`config.mk`:
```
export PLATFORM = sky130hd
export DESIGN_NAME = dds_phase_accumulator
export DESIGN_NICKNAME = d
export VERILOG_FILES = /design/src/rtl/dds_phase_accumulator.sv
export SDC_FILE = /design/constraint.sdc
export NUM_CORES = 1
export LEC_CHECK = 0
export ABC_AREA = 1
export BUFFER_PORTS_ARGS = -buffer_cell sky130_fd_sc_hd__buf_2
export CAP_MARGIN = 20
export CELL_PAD_IN_SITES_DETAIL_PLACEMENT = 1
export CELL_PAD_IN_SITES_GLOBAL_PLACEMENT = 1
export CORE_ASPECT_RATIO = 0.5
export CORE_MARGIN = 5
export CORE_UTILIZATION = 40
export CTS_BUF_LIST = sky130_fd_sc_hd__clkbuf_16
export DETAILED_ROUTE_END_ITERATION = 10
export PLACE_DENSITY = 0.89
export REMOVE_ABC_BUFFERS = 1
export SLEW_MARGIN = 10
export SYNTH_ARGS = -nofsm -noshare
export SYNTH_HDL_FRONTEND = slang
export SYNTH_SLANG_ARGS = --single-unit
```
`constraint.sdc`:
```
create_clock -name clk -period 4.2 [get_ports clk]
set_input_delay 0.84 -clock clk [delete_from_list [all_inputs] [get_ports clk]]
set_output_delay 0.84 -clock clk [all_outputs]
set_load 0.02 [all_outputs]
```
`src/rtl/dds_phase_accumulator.sv`:
```
// Phase accumulator (NCO) front end for the DDS sine lookup, with linear FTW sweep.
// Optional phase dither: define PHASE_DITHER_EN to add LFSR noise below the address LSB.
module dds_phase_accumulator #(
   parameter int ACC_W   = 32,
   parameter int ADDR_W  = 11,
   parameter int LUT_LAT = 3
) (
   input  logic              clk,
   input  logic              rst_n,
   input  logic              enable,
   input  logic              halt,
   input  logic              cfg_valid,
   output logic              cfg_ready,
   input  logic              cfg_sweep,
   input  logic              cfg_clr,
   input  logic [ACC_W-1:0]  cfg_ftw,
   input  logic [ACC_W-1:0]  cfg_step,
   input  logic [ACC_W-1:0]  cfg_stop,
   input  logic [ADDR_W-1:0] cfg_phase,
   output logic [ADDR_W-1:0] phase_addr,
   output logic              addr_valid,
   output logic              lut_valid,
   output logic              wrap,
   output logic              sweep_done,
   output logic              busy
);

   typedef enum logic [1:0] {
      ST_IDLE,
      ST_RUN,
      ST_SWEEP
   } state_e;

   state_e              state_q, state_d;
   logic [ACC_W-1:0]    acc_q, acc_d;
   logic [ACC_W-1:0]    ftw_q, ftw_d;
   logic [ACC_W-1:0]    step_q, step_d;
   logic [ACC_W-1:0]    stop_q, stop_d;
   logic [ADDR_W-1:0]   offset_q, offset_d;
   logic [ADDR_W-1:0]   phase_addr_q, phase_addr_d;
   logic                addr_valid_q, addr_valid_d;
   logic                wrap_q, wrap_d;
   logic                sweep_done_q, sweep_done_d;
   logic [LUT_LAT-1:0]  lut_q, lut_d;

   logic                accept;
   logic                active;
   logic [ACC_W:0]      acc_sum;
   logic [ACC_W:0]      swp_nxt;
   logic                swp_hit;
   logic [ADDR_W-1:0]   acc_top;

   assign active    = (state_q != ST_IDLE);
   assign cfg_ready = (state_q != ST_SWEEP) && !halt;
   assign accept    = cfg_valid && cfg_ready;

   // Wide adds keep the carry for wrap and the sweep overshoot compare.
   assign acc_sum = {1'b0, acc_q} + {1'b0, ftw_q};
   assign swp_nxt = {1'b0, ftw_q} + {1'b0, step_q};
   assign swp_hit = (swp_nxt >= {1'b0, stop_q});

`ifdef PHASE_DITHER_EN
   localparam int DW = ((ACC_W - ADDR_W) > 16) ? 16 : (ACC_W - ADDR_W);

   logic [15:0]      lfsr_q, lfsr_d;
   logic             lfsr_fb;
   logic [ACC_W-1:0] acc_dith;

   assign lfsr_fb  = lfsr_q[0] ^ lfsr_q[2] ^ lfsr_q[3] ^ lfsr_q[5];
   assign acc_dith = acc_q + ACC_W'(lfsr_q[DW-1:0]);
   assign acc_top  = acc_dith[ACC_W-1 -: ADDR_W];

   // Dither LFSR advances only on enabled cycles.
   always_comb begin
      lfsr_d = lfsr_q;
      if (enable) begin
         lfsr_d = {lfsr_fb, lfsr_q[15:1]};
      end
   end

   // Dither LFSR register, seeded on reset.
   always_ff @(posedge clk) begin
      if (!rst_n) begin
         lfsr_q <= 16'hACE1;
      end else begin
         lfsr_q <= lfsr_d;
      end
   end
`else
   assign acc_top = acc_q[ACC_W-1 -: ADDR_W];
`endif

   // Next state, accumulator, FTW sweep and config capture.
   always_comb begin
      state_d      = state_q;
      acc_d        = acc_q;
      ftw_d        = ftw_q;
      step_d       = step_q;
      stop_d       = stop_q;
      offset_d     = offset_q;
      wrap_d       = 1'b0;
      sweep_done_d = 1'b0;
      if (halt) begin
         state_d = ST_IDLE;
         acc_d   = '0;
      end else begin
         if (enable && active) begin
            acc_d  = acc_sum[ACC_W-1:0];
            wrap_d = acc_sum[ACC_W];
         end
         unique case (state_q)
            ST_SWEEP: begin
               if (enable) begin
                  if (swp_hit) begin
                     ftw_d        = stop_q;
                     sweep_done_d = 1'b1;
                     state_d      = ST_RUN;
                  end else begin
                     ftw_d = swp_nxt[ACC_W-1:0];
                  end
               end
            end
            default: begin
            end
         endcase
         if (accept) begin
            ftw_d    = cfg_ftw;
            offset_d = cfg_phase;
            if (cfg_clr) begin
               acc_d  = '0;
               wrap_d = 1'b0;
            end
            if (cfg_sweep) begin
               step_d  = cfg_step;
               stop_d  = cfg_stop;
               state_d = ST_SWEEP;
            end else begin
               state_d = ST_RUN;
            end
         end
      end
   end

   // Address stage: one cycle behind the accumulator, frozen when disabled.
   always_comb begin
      phase_addr_d = phase_addr_q;
      if (enable || !active) begin
         phase_addr_d = acc_top + offset_q;
      end
      addr_valid_d = active && enable && !halt;
   end

   // Valid delay line matching the sine lookup latency; shifts every cycle.
   always_comb begin
      lut_d    = lut_q;
      lut_d[0] = addr_valid_q;
      for (int i = 1; i < LUT_LAT; i++) begin
         lut_d[i] = lut_q[i-1];
      end
   end

   // Control and datapath registers.
   always_ff @(posedge clk) begin
      if (!rst_n) begin
         state_q  <= ST_IDLE;
         acc_q    <= '0;
         ftw_q    <= '0;
         step_q   <= '0;
         stop_q   <= '0;
         offset_q <= '0;
      end else begin
         state_q  <= state_d;
         acc_q    <= acc_d;
         ftw_q    <= ftw_d;
         step_q   <= step_d;
         stop_q   <= stop_d;
         offset_q <= offset_d;
      end
   end

   // Output registers and lookup-valid pipeline.
   always_ff @(posedge clk) begin
      if (!rst_n) begin
         phase_addr_q <= '0;
         addr_valid_q <= 1'b0;
         wrap_q       <= 1'b0;
         sweep_done_q <= 1'b0;
         lut_q        <= '0;
      end else begin
         phase_addr_q <= phase_addr_d;
         addr_valid_q <= addr_valid_d;
         wrap_q       <= wrap_d;
         sweep_done_q <= sweep_done_d;
         lut_q        <= lut_d;
      end
   end

   assign phase_addr = phase_addr_q;
   assign addr_valid = addr_valid_q;
   assign lut_valid  = lut_q[LUT_LAT-1];
   assign wrap       = wrap_q;
   assign sweep_done = sweep_done_q;
   assign busy       = active;

endmodule

```
==> flow_summary.json, run 1 <==
{
  "first_global_vias": 13072,
  "grt_overflow_total": 0,
  "data_arrival_time_of_the_critical_path_ns": 4.62,
  "postRouteAntennaNets": 0,
  "hold_crit_class": "flip-flop to flip-flop",
  "layout_commonest_cell": "nand2_1",
  "ir_drop_mv": 0.295,
  "grt_start_max_net_pins": 76,
  "gp_congestion": 1.00,
  "syn_area_um2": 11600,
  "most_instantiated_flip_flop_cell_in_the_synthesis_netlist": "dfxtp_1",
  "die_w_um": 251,
  "worst-r2r-cell-count": 22,
  "drt_first_iter_violations": 1247,
  "grt_busiest_layer": "met2",
  "grt.met1_usage": 0.365,
  "post_drt_wl_per_cell_um": 20.0,
  "clkPwrFrac": 0.363,
  "clkSinkCount": 158,
  "finalCritPeriodShare": 1.01,
  "synthXorXnorAreaFrac": 0.0249,
  "power.share.sequential": 0.386,
  "ys_ff_latch": 158,
  "ys_async_sr_fraction": 0,
  "syn-mean-instance-area_um2": 6.46,
  "holdBufCountCts": 0,
  "failed_checks": "setup timing",
  "critPathRequiredTime_ns": 4.58,
  "core_um2": 28800,
  "total_setup_violations_reported_at_the_end_of_the_flow": 2,
  "ff_latch_area_um2": 3160,
  "synth_compound_gate_area_share": 0.187,
  "timing.setup.tns_ns": -0.0414,
  "min_from": "lut_q[0]",
  "post-route-drc-count": 0,
  "synth.yosys.warnings": 0,
  "timing.fmax_mhz": 236,
  "layout_setup_ws_ns": -0.0357,
  "post_synth_and_or_nand_nor_area_fraction": 0.291,
  "postSynthCellCount": 1801,
  "worstMarginPinSlew_ns": 1.01,
  "final_layout_size_suffix_gt1_frac": 0.126,
  "ff2ff_setup_slack_ns": -0.04,
  "crit_path_start_kind": "flip-flop",
  "floorplan.die.height_um": 131,
  "setup.worst_path.end_class": "flip-flop",
  "timing.max_cap.violations": 0,
  "design.final.nets": 2142,
  "combinational_family_with_the_most_area_after_synthesis": "simple AND/OR/NAND/NOR gates",
  "slew_viol_final": 0,
  "clock_path_buffers": 2,
  "post_synth_mux_area_share": 0,
  "highest_fanout_seen_on_the_critical_path": 17,
  "clk_transition_reported_paths_ns": 0.07,
  "synth_sequential_area_ratio": 0.272,
  "drt_pre_antenna_iters": 6,
  "p_total_w": 0.00419,
  "hold_depth": 2,
  "timing_hold_violations_final": 0,
  "multi_input_comb_area_um2": 7370,
  "leak_pwr_nw": 6.74,
  "slew-limit-headroom": 0.328,
  "whs_endpoint": "lut_q[1]",
  "io_pins": 131,
  "groute.layer.met2.usage": 0.432,
  "syn_to_final_growth_pct": 15.5,
  "antenna_found_initial": 0,
  "detail_route.wirelength_um": 46500,
  "grt_first_pass_wirelength_um": 69700,
  "detailroute.via_count": 13176,
  "tritoncts": "yes",
  "detailed_place.area_um2": 12700,
  "fp.dieArea_um2": 32800,
  "intPower_w": 0.00271,
  "synth-adder-area-share": 0.119,
  "r2r-start": "ftw_q[8]",
  "mostFrequentLayoutCells": "nand2_1, inv_1, a21oi_1",
  "met3_usage": 0.0647,
  "power_density_nw_per_um2": 312,
  "r2r_end": "ftw_q[13]",
  "setup.worst_path.class": "flip-flop to flip-flop",
  "clk-insertion-delay-late_ns": 0.46,
  "post_synth_num_cell_types": 50,
  "fin_area_um2": 13400,
  "cts_buffers": 17,
  "timing.hold.ws_ns": 0.417,
  "run_status": "complete, but fails checks",
  "cts.root.buffer_cell": "clkbuf_16",
  "fin_skew_ns": 0.0126,
  "fillers": 3874,
  "start_util": 0.403,
  "floorplan.rows": 44,
  "synth-edff-count": 0,
  "p_comb_frac": 0.252,
  "min_period_ns": 4.24,
  "switching_power_summed_over_all_nets_w": 0.00148,
  "power_switching_share": 0.354,
  "antenna_cells": 0,
  "htreeDepth": 4,
  "detailedPlacementHpwl_um": 33700,
  "vias_per_cell": 5.67,
  "placement.io_buffers": 130,
  "grtUsageTotal": 0.268
}
-- cells by family after synthesis --
kind of cell | Yosys count
AO/OA/AOI/OAI | 393
XOR/XNOR | 33
adder cells (fa/ha/maj) | 109
buffers and inverters | 316
flip-flops | 158
AND/OR/NAND/NOR | 792
-- worst max path at each step --
stage | cells past startpoint | to | slack, ns | start
after detailed placement | 26 | ftw_q[23] | 0.19 | ftw_q[0]
after CTS | 26 | ftw_q[8] | 0.01 | ftw_q[0]
final | 22 | ftw_q[13] | -0.04 | ftw_q[8]
after global placement | 19 | ftw_q[7] | 0.34 | ftw_q[16]
after floorplan | 6 | stop_q[10] | -0.80 | halt
after global routing | 22 | ftw_q[13] | -0.26 | ftw_q[8]
-- synthesized netlist by cell type, drive strengths merged (4+ instances only) --
cell	count	area, µm²
nand2	437	1650
inv	246	923
a21oi	206	1070
dfxtp	158	3160
nor2	138	523
nand3	131	686
o21ai	125	626
ha	106	1330
clkbuf	53	203
nand4	45	282
xor2	31	272
nor3	17	95.1
buf	16	101
o211ai	16	120
o21bai	13	101
a21o	12	90.1
or2	10	62.6
a31oi	9	62.6
nor4	6	37.5
and2	4	27.5
-- flip-flops by register name (all words and copies together), names as in the netlist --
| register | flops |
|---|---|
| acc_q | 32 |
| ftw_q | 32 |
| step_q | 32 |
| stop_q | 32 |
| offset_q | 11 |
| phase_addr | 11 |
| lut_q | 3 |
| state_q | 2 |
| addr_valid | 1 |
| sweep_done | 1 |
| wrap | 1 |
-- area by class of cell --
type,count,share of cell area
well taps,391,0.0364
clock inverters,14,0.00913
clock buffers,17,0.0317
inverters,247,0.0690
repair buffers,165,0.0700
multi-input cells,1330,0.548
flip-flops and latches,158,0.235
-- timing repair --
item | 4_1_cts | 5_1_grt
pin swaps | 0 | 3
setup buffers | 0 | 2
gates cloned | 0 | 3
endpoints found under the setup margin | 1 | 34
resized for setup | 3 | 17
-- power groups by stage --
stage / sequential, W / combinational, W / clock, W
after global placement: 0.00164 / 0.000840 / 0
after CTS: 0.00161 / 0.000894 / 0.00153
after global routing: 0.00162 / 0.00112 / 0.00160
after detailed placement: 0.00165 / 0.000869 / 0
final: 0.00162 / 0.00106 / 0.00152
after floorplan: 0.00163 / 0.000525 / 0
-- worst max-delay path: stages (launching register included) --
cell     delay (ns)
dfxtp_1        0.49
ha_1           0.36
nand2_1        0.22
inv_1          0.08
nand2_1        0.07
nand2_1        0.08
a21oi_1        0.22
nand2_1        0.18
nand2_1        0.15
nand3_1        0.10
nand2_1        0.12
inv_1          0.07
ha_1           0.28
nand3_1        0.20
nor4b_2        0.48
a31oi_4        0.16
buf_4          0.21
nand3_4        0.07
buf_12         0.19
nand2_1        0.10
nand3_1        0.11
nand2_1        0.09
a21oi_1        0.13
-- layer usage --
| metal | part of all wire | wire length [µm] |
|---|---|---|
| met5 | 0 | 0 |
| met4 | 0.028 | 1300 |
| met3 | 0.090 | 4170 |
| met2 | 0.44 | 20400 |
| met1 | 0.44 | 20700 |
-- per-stage QoR --
stage,instances,setup WS [ns],util
finish,2322,-0.0357,0.466
global route,2322,-0.261,0.466
CTS,2317,0.0120,0.460
detailed placement,2286,0.191,0.441
global placement,2286,0.335,0.441
floorplan,1732,-0.801,-
(Power assumes the default switching activity.)
==> inputs of run 2 (changes only) <==
--- a/config.mk
+++ b/config.mk
@@ -16,7 +16,6 @@
 export CTS_BUF_LIST = sky130_fd_sc_hd__clkbuf_16
 export DETAILED_ROUTE_END_ITERATION = 10
 export PLACE_DENSITY = 0.89
-export REMOVE_ABC_BUFFERS = 1
 export SLEW_MARGIN = 10
 export SYNTH_ARGS = -nofsm -noshare
 export SYNTH_HDL_FRONTEND = slang
==> constraint.sdc (replaced) <==
create_clock -name clk -period 4.79 [get_ports clk]
set_input_delay 0.958 -clock clk [delete_from_list [all_inputs] [get_ports clk]]
set_output_delay 0.958 -clock clk [all_outputs]
set_load 0.02 [all_outputs]
==> run 2 against run 1 <==
- the flow now finishes without violations
- clock skew up 0.0029 ns
- first-iteration DRC count down 21%
- clock-buffer cell count unchanged
- non-clock buffer count down 20
- via count down 2.6%
- global-route usage up 0.062 points
- sequential power down 12%
- maximum frequency down 4.3%
- design area down 2.0%
- combinational power down 27%
- core utilization down 0.91 points
==> flow_summary.json, run 2 (same netlist as run 1, synthesis figures left out) <==
{
  "postRouteAntennaNets": 0,
  "groute.layer.met2.usage": 0.430,
  "first_global_vias": 12895,
  "hold_crit_class": "flip-flop to flip-flop",
  "fin_skew_ns": 0.0155,
  "gp_congestion": 0.993,
  "die_w_um": 251,
  "holdBufCountCts": 0,
  "grt_first_pass_wirelength_um": 69800,
  "final_layout_size_suffix_gt1_frac": 0.111,
  "min_period_ns": 4.43,
  "cts_buffers": 17,
  "start_util": 0.403,
  "total_setup_violations_reported_at_the_end_of_the_flow": 0,
  "antenna_cells": 0,
  "r2r-start": "ftw_q[6]",
  "net_count_after_synthesis": 2024,
  "timing.max_cap.violations": 0,
  "htreeDepth": 4,
  "grt.met1_usage": 0.367,
  "setup.worst_path.end_class": "flip-flop",
  "clkSinkCount": 158,
  "data_arrival_time_of_the_critical_path_ns": 4.79,
  "met3_usage": 0.0730,
  "finalCritPeriodShare": 0.924,
  "layout_setup_ws_ns": 0.364,
  "fillers": 3907,
  "grt_overflow_total": 0,
  "syn_to_final_growth_pct": 13.3,
  "clock_path_buffers": 2,
  "worstMarginPinSlew_ns": 0.678,
  "ir_drop_mv": 0.263,
  "power_density_nw_per_um2": 274,
  "antenna_found_initial": 1,
  "detail_route.wirelength_um": 45000,
  "clk_transition_reported_paths_ns": 0.07,
  "post-route-drc-count": 0,
  "grt_busiest_layer": "met2",
  "floorplan.rows": 44,
  "highest_fanout_seen_on_the_critical_path": 32,
  "design.final.nets": 2119,
  "grt_start_max_net_pins": 65,
  "run_status": "completed",
  "io_pins": 131,
  "critPathRequiredTime_ns": 5.15,
  "hold_depth": 2,
  "detailroute.via_count": 12827,
  "vias_per_cell": 5.58,
  "slew-limit-headroom": 0.548,
  "rsz0062_at_grt": "no",
  "leak_pwr_nw": 6.62,
  "worst-r2r-cell-count": 27,
  "tritoncts": "yes",
  "placement.setup.worst_slack_ns": 0.721,
  "cts.root.buffer_cell": "clkbuf_16",
  "post-cts-setup-buffers": 0,
  "fp.dieArea_um2": 32800,
  "layout_commonest_cell": "nand2_1",
  "drt_pre_antenna_iters": 6,
  "timing_hold_violations_final": 0,
  "crit_path_start_kind": "flip-flop",
  "cts_resized": 0,
  "timing.setup.tns_ns": 0,
  "setup.worst_path.class": "flip-flop to flip-flop",
  "drt_first_iter_violations": 984,
  "min_from": "lut_q[0]",
  "ff2ff_setup_slack_ns": 0.36,
  "timing.fmax_mhz": 226,
  "whs_endpoint": "lut_q[1]",
  "slew_viol_final": 0,
  "detailedPlacementHpwl_um": 34500,
  "grtUsageTotal": 0.269,
  "floorplan.die.height_um": 131,
  "mostFrequentLayoutCells": "nand2_1, inv_1, a21oi_1",
  "placement.io_buffers": 130,
  "clk-insertion-delay-late_ns": 0.46,
  "post_drt_wl_per_cell_um": 19.6,
  "r2r_end": "ftw_q[18]",
  "core_um2": 28800
}
[run 2: worst max-delay path by stage]
stage | from | to | slack, ns | cells after the start
5_1_grt | ftw_q[6] | ftw_q[18] | 0.17 | 27
3_3_place_gp | ftw_q[6] | ftw_q[18] | 0.83 | 25
6_report | ftw_q[6] | ftw_q[18] | 0.36 | 27
4_1_cts | ftw_q[6] | ftw_q[18] | 0.55 | 27
3_5_place_dp | ftw_q[6] | ftw_q[18] | 0.72 | 25
2_1_floorplan | ftw_q[0] | ftw_q[23] | 1.52 | 28
[run 2: through the flow]
step           hold WS, ns  total power (W)   util  area, µm²  instances
2_1_floorplan        0.390          0.00194      -      11600       1801
3_3_place_gp         0.392          0.00217  0.436      12600       2268
3_5_place_dp         0.414          0.00219  0.436      12600       2268
4_1_cts              0.435          0.00360  0.457      13200       2300
5_1_grt              0.468          0.00375  0.457      13200       2300
6_report             0.440          0.00361  0.457      13200       2300
[run 2: layout make-up]
cell class | count | area, µm² | share of cell area
flip-flops and latches | 158 | 3160 | 0.240
clock buffers | 17 | 425 | 0.0323
clock inverters | 15 | 163 | 0.0123
inverters | 247 | 927 | 0.0704
multi-input cells | 1327 | 7240 | 0.550
well taps | 391 | 489 | 0.0371
repair buffers | 145 | 763 | 0.0579
[run 2: power by group]
part / internal, W / leakage, nW / switching, W
clock network: 0.000776 / 0.287 / 0.000640
logic: 0.000243 / 5.05 / 0.000529
registers: 0.00137 / 1.28 / 0.0000585
total: 0.00238 / 6.62 / 0.00123
[run 2: metal layers]
layer  share of wire  routed length, µm
met5         0.00029                 13
met4           0.016                705
met3           0.078               3510
met2            0.44              19600
met1            0.47              21200
[run 2: critical path, stage by stage (launching register included)]
cell     delay [ns]
dfxtp_1        0.51
ha_1           0.37
nand2_1        0.20
nor2_1         0.08
nor2_1         0.17
nand2_1        0.18
nand2_1        0.10
nand2_1        0.10
xor2_1         0.33
ha_1           0.31
nand2_1        0.09
inv_1          0.04
nand2_1        0.05
nand2_1        0.05
nand2_1        0.06
nand2_1        0.04
nor2_1         0.08
nand2_1        0.05
nand2_1        0.05
nand2_1        0.05
nand2_1        0.06
nand2_1        0.06
nand2_1        0.13
buf_4          0.41
nand4_1        0.28
nand3_1        0.18
nand2_1        0.09
a21oi_1        0.18
==> inputs of run 3 (changes only) <==
--- a/config.mk
+++ b/config.mk
@@ -8,7 +8,7 @@
 export ABC_AREA = 1
 export BUFFER_PORTS_ARGS = -buffer_cell sky130_fd_sc_hd__buf_2
 export CAP_MARGIN = 20
-export CELL_PAD_IN_SITES_DETAIL_PLACEMENT = 1
+export CELL_PAD_IN_SITES_DETAIL_PLACEMENT = 0
 export CELL_PAD_IN_SITES_GLOBAL_PLACEMENT = 1
 export CORE_ASPECT_RATIO = 0.5
 export CORE_MARGIN = 5
==> run 3 against run 2 <==
- first-iteration DRC count up 1.3%
- critical endpoint is now ftw_q[14]
- design area down 0.21%
- clock power down 6%
- largest cell class unchanged
- sequential power about the same
- clock skew down 0.00089 ns
- via count down 5.9%
==> flow_summary.json, run 3 (same netlist as run 1, synthesis figures left out) <==
{
  "min_from": "lut_q[0]",
  "grt_overflow_total": 0,
  "holdBufCountCts": 0,
  "htreeDepth": 4,
  "detailedPlacementHpwl_um": 30900,
  "r2r_end": "ftw_q[14]",
  "core_um2": 28800,
  "grtUsageTotal": 0.232,
  "critical-path-slowest-cell": "nand3_4",
  "crit_path_start_kind": "flip-flop",
  "fillers": 3132,
  "design.final.nets": 2119,
  "clkSinkCount": 158,
  "grt_start_max_net_pins": 65,
  "worst-r2r-cell-count": 28,
  "setup.worst_path.end_class": "flip-flop",
  "critPathRequiredTime_ns": 5.10,
  "floorplan.die.height_um": 131,
  "data_arrival_time_of_the_critical_path_ns": 4.36,
  "fp.dieArea_um2": 32800,
  "clock_path_buffers": 2,
  "final_layout_size_suffix_gt1_frac": 0.111,
  "leak_pwr_nw": 6.60,
  "power_density_nw_per_um2": 266,
  "io_pins": 131,
  "post_drt_wl_per_cell_um": 17.0,
  "post-route-drc-count": 0,
  "critPathMostFrequentCell": "nand2_1",
  "layout_commonest_cell": "nand2_1",
  "antenna_found_initial": 1,
  "total_setup_violations_reported_at_the_end_of_the_flow": 0,
  "floorplan.rows": 44,
  "drt_first_iter_violations": 997,
  "antenna_cells": 0,
  "hold_crit_class": "flip-flop to flip-flop",
  "finalCritPeriodShare": 0.845,
  "post-cts-setup-buffers": 0,
  "routed_wl_met2_um": 15700,
  "start_util": 0.403,
  "gp_congestion": 0.993,
  "drt_pre_antenna_iters": 5,
  "min_period_ns": 4.05,
  "timing.max_cap.violations": 0,
  "met3_length_um": 3250,
  "hold_depth": 2,
  "highest_fanout_seen_on_the_critical_path": 34,
  "whs_endpoint": "lut_q[1]",
  "timing_hold_violations_final": 0,
  "top_layer_used_by_detailed_routing": "met5",
  "first_global_vias": 11066,
  "die_w_um": 251,
  "detail_route.wirelength.met1_um": 19700,
  "slew_viol_final": 0,
  "postRouteAntennaNets": 0,
  "ir_drop_mv": 0.262,
  "timing.hold.ws_ns": 0.416,
  "worstMarginPinSlew_ns": 0.646,
  "detailroute.via_count": 12067,
  "cts.root.buffer_cell": "clkbuf_16",
  "p_total_w": 0.00349,
  "critical-path-max-stage-delay_ns": 0.41,
  "placement.io_buffers": 130,
  "setup.worst_path.class": "flip-flop to flip-flop",
  "slew-limit-headroom": 0.558,
  "cts_resized": 0,
  "detail_route.wirelength_um": 39000,
  "vias_per_cell": 5.25,
  "run_status": "completed",
  "mostFrequentLayoutCells": "nand2_1, inv_1, a21oi_1",
  "timing.fmax_mhz": 247,
  "timing.setup.tns_ns": 0,
  "fin_skew_ns": 0.0147,
  "tritoncts": "yes",
  "clk_transition_reported_paths_ns": 0.07,
  "ff2ff_setup_slack_ns": 0.74,
  "net_count_after_synthesis": 2024,
  "cts_buffers": 17,
  "rsz0062_at_grt": "no",
  "clk-insertion-delay-late_ns": 0.45,
  "grt_first_pass_wirelength_um": 59900,
  "syn_to_final_growth_pct": 13.0,
  "r2r-start": "ftw_q[0]"
}
run 3: cell count changes in the layout (fill, tap and decap cells not counted), sizes merged:
cell and change:
bufinv -1, clkinv +2, clkinvlp +1, inv -2
run 3: critical path: cells and delay by family (launching register included):
kind            cells  cell delay (ns)
compound gates      1             0.06
fa+ha+maj           3             0.93
simple gates       23             2.27
xor+xnor            1             0.29
flops               1             0.33
run 3: power breakdown:
group	leakage (nW)	total [W]	internal [W]	switching, W
Clock	0.269	0.00133	0.000720	0.000615
Sequential	1.28	0.00142	0.00137	0.0000553
Combinational	5.05	0.000735	0.000241	0.000494
Total	6.60	0.00349	0.00233	0.00116
run 3: worst max path at each step:
stage	from	endpoint	slack (ns)	cells after the start
CTS	ftw_q[0]	ftw_q[14]	0.82	28
finish	ftw_q[0]	ftw_q[14]	0.74	28
floorplan	ftw_q[0]	ftw_q[23]	1.52	28
detailed placement	ftw_q[0]	ftw_q[14]	0.84	28
global route	ftw_q[0]	ftw_q[18]	0.33	26
global placement	ftw_q[6]	ftw_q[18]	0.83	25
run 3: layout make-up:
type                            count  area (µm²)  share of cell area
Inverter                          247         927              0.0705
Clock buffer                       17         425              0.0324
Multi-Input combinational cell   1327        7240               0.551
Sequential cell                   158        3160               0.241
Timing Repair Buffer              145         763              0.0581
Clock inverter                     15         135              0.0103
Tap cell                          391         489              0.0372
run 3: metrics by stage:
stage	area [µm²]	utilization	cells	setup slack, ns
floorplan	11600	-	1801	1.52
global placement	12600	0.436	2268	0.828
detailed placement	12600	0.436	2268	0.841
CTS	13100	0.456	2300	0.818
global route	13100	0.456	2300	0.326
finish	13100	0.456	2300	0.740
run 3: routing by layer:
metal | vias up | global-route usage
met3 | 31 | 0.0633
met1 | 5546 | 0.347
met5 | - | 0
met4 | 2 | 0.0378
li1 | 6142 | -
met2 | 346 | 0.338
